==> config.mk <==
export PLATFORM = sky130hd
export DESIGN_NAME = mem_arbiter
export DESIGN_NICKNAME = d
export VERILOG_FILES = /design/src/rtl/mem_arbiter.sv
export SDC_FILE = /design/constraint.sdc
export NUM_CORES = 1
export LEC_CHECK = 0
export ABC_AREA = 1
export CORE_UTILIZATION = 24
export CTS_CLUSTER_DIAMETER = 100
export CTS_CLUSTER_SIZE = 20
export DETAILED_ROUTE_END_ITERATION = 6
export HOLD_SLACK_MARGIN = 0.15
export PLACE_DENSITY = 0.81
export SYNTH_ARGS = -nofsm -noshare
export SYNTH_HDL_FRONTEND = slang
export SYNTH_SLANG_ARGS = --single-unit
==> constraint.sdc <==
create_clock -name clk -period 1.8 [get_ports clk]
set_clock_uncertainty 0.2 [all_clocks]
set_input_delay 0.36 -clock clk [delete_from_list [all_inputs] [get_ports clk]]
set_output_delay 0.36 -clock clk [all_outputs]
set_load 0.05 [all_outputs]
==> src/rtl/mem_arbiter.sv <==
// mem_arbiter: shares one single-port 8K x 16 synchronous RAM between a CPU port (A) and a loader port (B).
// Grants are combinational; read data returns one cycle later to the port that was granted.
module mem_arbiter #(
  parameter bit RR_EN = 1'b1,
  parameter int AW    = 16
) (
  input  logic          clk,
  input  logic          reset,
  input  logic          a_req,
  input  logic          a_we,
  input  logic [AW-1:0] a_addr,
  input  logic [15:0]   a_wdata,
  output logic          a_gnt,
  output logic          a_rvalid,
  output logic [15:0]   a_rdata,
  input  logic          b_req,
  input  logic          b_we,
  input  logic [AW-1:0] b_addr,
  input  logic [15:0]   b_wdata,
  output logic          b_gnt,
  output logic          b_rvalid,
  output logic [15:0]   b_rdata,
  input  logic          b_lock,
  output logic          locked,
  output logic [AW-1:0] mem_address,
  output logic [15:0]   mem_dataW,
  output logic          mem_load,
  input  logic [15:0]   mem_dataR
);
  typedef enum logic {RR, LOCKED} state_t;
  state_t state_q, state_d;
  logic ptr_q, ptr_d;
  logic a_rv_q, a_rv_d, b_rv_q, b_rv_d;
  always_ff @(posedge clk) begin
    if (reset) begin
      state_q <= RR;
      ptr_q   <= 1'b0;
      a_rv_q  <= 1'b0;
      b_rv_q  <= 1'b0;
    end else begin
      state_q <= state_d;
      ptr_q   <= ptr_d;
      a_rv_q  <= a_rv_d;
      b_rv_q  <= b_rv_d;
    end
  end
  // ptr = 0 favours A, ptr = 1 favours B when both request
  always_comb begin
    a_gnt       = !reset && state_q == RR && a_req && (!b_req || !RR_EN || !ptr_q);
    b_gnt       = !reset && b_req && (state_q == LOCKED || !a_req || (RR_EN && ptr_q));
    state_d     = b_lock ? LOCKED : RR;
    ptr_d       = (state_q == LOCKED && !b_lock) ? 1'b0 : a_gnt ? 1'b1 : b_gnt ? 1'b0 : ptr_q;
    a_rv_d      = a_gnt && !a_we;
    b_rv_d      = b_gnt && !b_we;
    mem_address = a_gnt ? a_addr : b_gnt ? b_addr : '0;
    mem_dataW   = a_gnt ? a_wdata : b_gnt ? b_wdata : '0;
    mem_load    = (a_gnt && a_we) || (b_gnt && b_we);
  end
  assign locked   = state_q == LOCKED;
  assign a_rvalid = a_rv_q && !reset;
  assign b_rvalid = b_rv_q && !reset;
  assign a_rdata  = mem_dataR;
  assign b_rdata  = mem_dataR;
endmodule

==> results.cfg, run 1 <==
[timing]
max_slew_margin_pct = 85.2
fmax_mhz = 554
min_period_over_period_pct = 100
hold_viol = 0
finalCriticalPeriod_ps = 1800
finalSetupTns_ps = -14.7
maxSlewViolCount = 0
rsz0062_at_grt = true
worst-slew-pin-transition_ps = 221
setup_viol = 5
layout_setup_ws_ps = -4.85

[clock_network]
cts_max_path_buffers = 2
numCtsBuffers = 3
cts_root_buf = clkbuf_8
clk_latency_ps = 220
clkTransAtPathRegs_ps = 30
cts_sinks = 4
cts_tree = yes
ctsHtreeMaxLevel = 1

[final_layout]
regArea_um2 = 83.8
final_cell_mix = clkdlybuf4s50_1 (67), nand4_1 (33), nand2_2 (32), buf_8 (30), nand3_2 (20)
multiInputGateArea_um2 = 776
area_growth_pct = 133
fin_util_pct = 58.2
nFillCells = 387
layout_commonest_cell = clkdlybuf4s50_1
diodes = 0
drive_above_1_share_pct = 47.8
nets = 340

[yosys]
synth_top_area_share_pct = 26.1
syn_nets = 260
synth_area_leader_cell = buf_4
syn-instance-count = 173
synth-main-ff-cell = dfxtp_1
synth_edf_count = 0
syn_avg_cell_area_um2 = 6.33
synth.yosys.seq_area_share_pct = 7.31
ys_types = 17
syn_area_um2 = 1090
async_flop_share_pct = 0
ys_warn_count = 0
synth-seq-cells = 4
synth.area.top_cells = buf_4 (26%), nand4_1 (19%), nand2_1 (12%)

[placed_design]
dpl.hpwl_mm = 2.96
io_buffers = 108
gp_congestion = 0.635

[worst_setup_path]
critical_path_class = in -> out
critPathBufInv = 5
worst_ep_required_time_ps = 1240
cpLargestDelayFamily = buffers and inverters
start_kind = input port
end_kind = output pin
worst_path_largest_cell_delay_ps = 260
worstPathArrival_ps = 1240
worstPathMaxFanout = 8
worst_path_max_delay_cell = bufbuf_16
path_cells = buf_4 -> inv_4 -> nand2_4 -> inv_6 -> bufbuf_16 -> nand3_1 -> nand2_2 -> buf_8

[detailed_routing]
wirelength_mm = 4.37
viasPerCell = 4.87
firstDrtPassIters = 4
drc = 0
num_vias = 1476
drt_iter0_markers = 36
final_antenna_net_count = 0
wl_per_cell_um = 14.4

[global_routing]
antenna_found_initial = 0
grt_pass1_wl_mm = 7.00
grt_max_degree = 23
grt_usage_pct = 17.4
grt.overflow.total = 0
grt_pass1_vias = 1450

[floorplan]
pin_count = 157
core_um2 = 4380
die_x_um = 69.5
die_h_um = 69.5
dieArea_um2 = 4840
placementRows = 24
start_util_pct = 25.0

[job]
maxCapViolCount = 0

[pwr]
p_per_area_nw_per_um2 = 418
ir_drop_mv = 0.536
power_mw = 1.07
leakagePower_nw = 1.09

[outcome]
status = complete, but fails checks
violations = setup timing

[worst_hold_path]
hp-class = in -> reg
-- cell type report --
class / instances / area share [%]
multi-input cells: 113 / 30.4
well taps: 52 / 2.55
repair buffers: 123 / 60.7
clock buffers: 3 / 1.62
inverters: 8 / 1.47
flip-flops and latches: 4 / 3.29
-- metal layers --
layer  GRT usage [%]  vias to the layer above  part of all wire (%)
li1                -                      730                     -
met1            20.2                      674                    38
met2            32.7                       66                    56
met3            2.47                        6                   5.7
met4            5.22                        0                   1.2
met5               0                        -                     0
-- worst paths after layout --
| path | to | depth (start not counted) | startpoint | slack [ps] |
|---|---|---|---|---|
| worst max-delay path | mem_address[11] | 8 | reset | -5 |
| worst min-delay path | locked | 3 | reset | 250 |
| worst max register to register | ptr_q | 5 | locked | 540 |
| worst min register to register | ptr_q | 2 | ptr_q | 290 |
-- stage by stage --
stage	cells	hold slack (ps)	setup slack, ps	instance area, µm²
after detailed placement	297	279	-370	2110
final	303	254	-4.85	2550
after global placement	297	274	-362	2110
after CTS	303	254	-22.1	2510
after global routing	303	275	-66.7	2550
after floorplan	173	224	8.79	1170
-- registers in the layout, indices dropped and copies added (netlist names) --
name	count
b_rv_q	1
locked	1
ptr_q	1
a_rv_q	1
-- kinds of logic after synthesis --
kind of cell | Yosys count | synth area share [%]
buf+inv | 56 | 35.3
flops | 4 | 7.31
simple gates | 111 | 56.5
compound gates | 2 | 0.913
-- report_power, final --
group / internal (mW) / switching [mW] / total (mW)
sequential: 0.0929 / 0.00367 / 0.0965
combinational: 0.387 / 0.392 / 0.779
clock: 0.143 / 0.0479 / 0.191
-- worst register-to-register path, stage by stage, from the launching register on --
cell and delay (ps):
dfxtp_4 350, nor2_4 140, buf_12 160, nand3_2 80
buf_4 140, a21oi_1 110
-- what timing repair did --
| action | CTS | global route |
|---|---|---|
| buffers inserted | 1 | 0 |
| pin swaps | 9 | 3 |
| resized for setup | 91 | 8 |
| hold buffers | 0 | 0 |
| setup endpoints to repair | 37 | 35 |
| cloned | 2 | 0 |
-- synth_stat cells, types with 3 or more instances --
master   instances
nand2_1         36
nand4_1         33
inv_1            6
dfxtp_1          4
nand3_1         24
nor2_1           5
buf_4           38
buf_6            3
nand3_2         10
buf_2            7
No activity file was read; power rests on OpenSTA's default activity.
==> inputs of run 2 (changes only) <==
- ABC_CLOCK_PERIOD_IN_PS: unset -> 2190
- CORE_UTILIZATION: 24 -> 26
- PLACE_DENSITY: 0.81 -> 0.87
- clock period: 1.8 -> 2.19 ns (I/O delays scaled with it)
==> results.cfg, run 2 (same netlist as run 1, synthesis figures left out) <==
[outcome]
status = completed

[worst_setup_path]
critical_path_class = in -> out
end_kind = output pin
start_kind = input port
worst_ep_required_time_ps = 1550
worstPathMaxFanout = 8
worstPathArrival_ps = 1430

[timing]
finalCriticalPeriod_ps = 2070
min_period_over_period_pct = 94.4
maxSlewViolCount = 0
setup_viol = 0
fmax_mhz = 483
layout_setup_ws_ps = 122
hold_viol = 0
worst-slew-pin-transition_ps = 489
max_slew_margin_pct = 67.3
finalSetupTns_ps = 0
rsz0062_at_grt = false

[placed_design]
placed_area_um2 = 2020
dpl.hpwl_mm = 3.02
io_buffers = 108
gp_congestion = 0.755
placed_cells = 296
place_ws_ps = -169

[clock_network]
numCtsBuffers = 3
hold_buffers = 0
cts_max_path_buffers = 2
ctsHtreeMaxLevel = 1
cts_root_buf = clkbuf_8
clk_latency_ps = 220
cts_sinks = 4
clkTransAtPathRegs_ps = 30
cts_tree = yes

[floorplan]
die_h_um = 66.9
placementRows = 23
dieArea_um2 = 4470
pin_count = 157
start_util_pct = 27.2
core_um2 = 4030
die_x_um = 66.9

[pwr]
internal-power_uw = 446
power_frac_seq_pct = 10.2
combPwrFrac_pct = 69.5
p_clk_share_pct = 20.3
ir_drop_mv = 0.324
leakagePower_nw = 1.01
power.net_switching_uw = 333
p_sw_share_pct = 42.7
p_per_area_nw_per_um2 = 363

[detailed_routing]
drt_iter0_markers = 22
num_vias = 1463
viasPerCell = 4.86
wirelength_mm = 3.90
firstDrtPassIters = 4
final_antenna_net_count = 0
wl_per_cell_um = 13.0
drc = 0

[final_layout]
nets = 340
regArea_um2 = 81.3
final_cell_mix = clkdlybuf4s50_1 (68), nand2_1 (36), nand4_1 (33), buf_4 (27), nand3_1 (24)
fin_util_pct = 53.3
final_area_um2 = 2150
layout_commonest_cell = clkdlybuf4s50_1
nFillCells = 377
area_growth_pct = 96.0
layout.cells.non_filler = 301
diodes = 0
multiInputGateArea_um2 = 628
drive_above_1_share_pct = 28.7

[global_routing]
antenna_found_initial = 0
grt_max_degree = 35
grt_usage_pct = 17.1
grt_pass1_vias = 1348
grt_pass1_wl_mm = 5.83
grt.overflow.total = 0

[job]
maxCapViolCount = 0

[worst_hold_path]
hp-class = in -> reg
-- run 2: changes by cell type in the layout (fill, tap and decap cells not counted), moves of 7 or more --
cell / change
nand3_2: -10
buf_8: -30
nand2_1: +32
nand3_1: +11
nand2_2: -31
buf_6: +7
buf_4: +24
-- run 2: per-layer routing --
metal	wire length, µm	part of all wire, %	GRT usage (%)	up-vias
met5	0	0	0	-
met4	47	1.2	5.85	0
met3	498	13	5.65	11
met2	1920	49	32.6	87
met1	1430	37	17.0	640
li1	-	-	-	725
-- run 2: final timing paths --
kind	startpoint	end	slack [ps]	depth (start not counted)
worst min-delay path	reset	locked	270	2
worst max-delay path	b_req	mem_dataW[6]	120	8
worst min register to register	ptr_q	ptr_q	300	2
worst max register to register	ptr_q	ptr_q	900	5
-- run 2: worst max-delay path, cell delays in order --
cell and delay (ps):
dlygate4sd2_1 230, nand2_2 90, inv_4 110, buf_12 110
buf_12 110, nand3_1 80, nand2_1 60, buf_4 190
-- run 2: stage by stage --
stage	hold WS, ps	power [mW]
4_1_cts	297	0.787
3_5_place_dp	293	0.602
6_report	270	0.779
5_1_grt	281	0.820
2_1_floorplan	255	0.511
3_3_place_gp	266	0.598
-- run 2: power by group through the flow --
stage               Clock (mW)  Sequential, mW  Combinational, mW
floorplan                    0          0.0834              0.427
global placement             0          0.0802              0.518
detailed placement           0          0.0804              0.522
CTS                      0.163          0.0795              0.545
global route             0.167          0.0797              0.573
finish                   0.158          0.0797              0.541
-- run 2: what timing repair did --
item / 4_1_cts / 5_1_grt
cloned: 1 / 0
setup buffers: 1 / 0
setup endpoints to repair: 35 / 11
gates resized for setup: 18 / 1
-- run 2: cell type report --
class                   instances  area share, %
repair buffers                123           60.6
multi-input cells             113           29.3
flip-flops and latches          4           3.79
well taps                      50           2.92
clock buffers                   3           1.92
inverters                       8           1.52
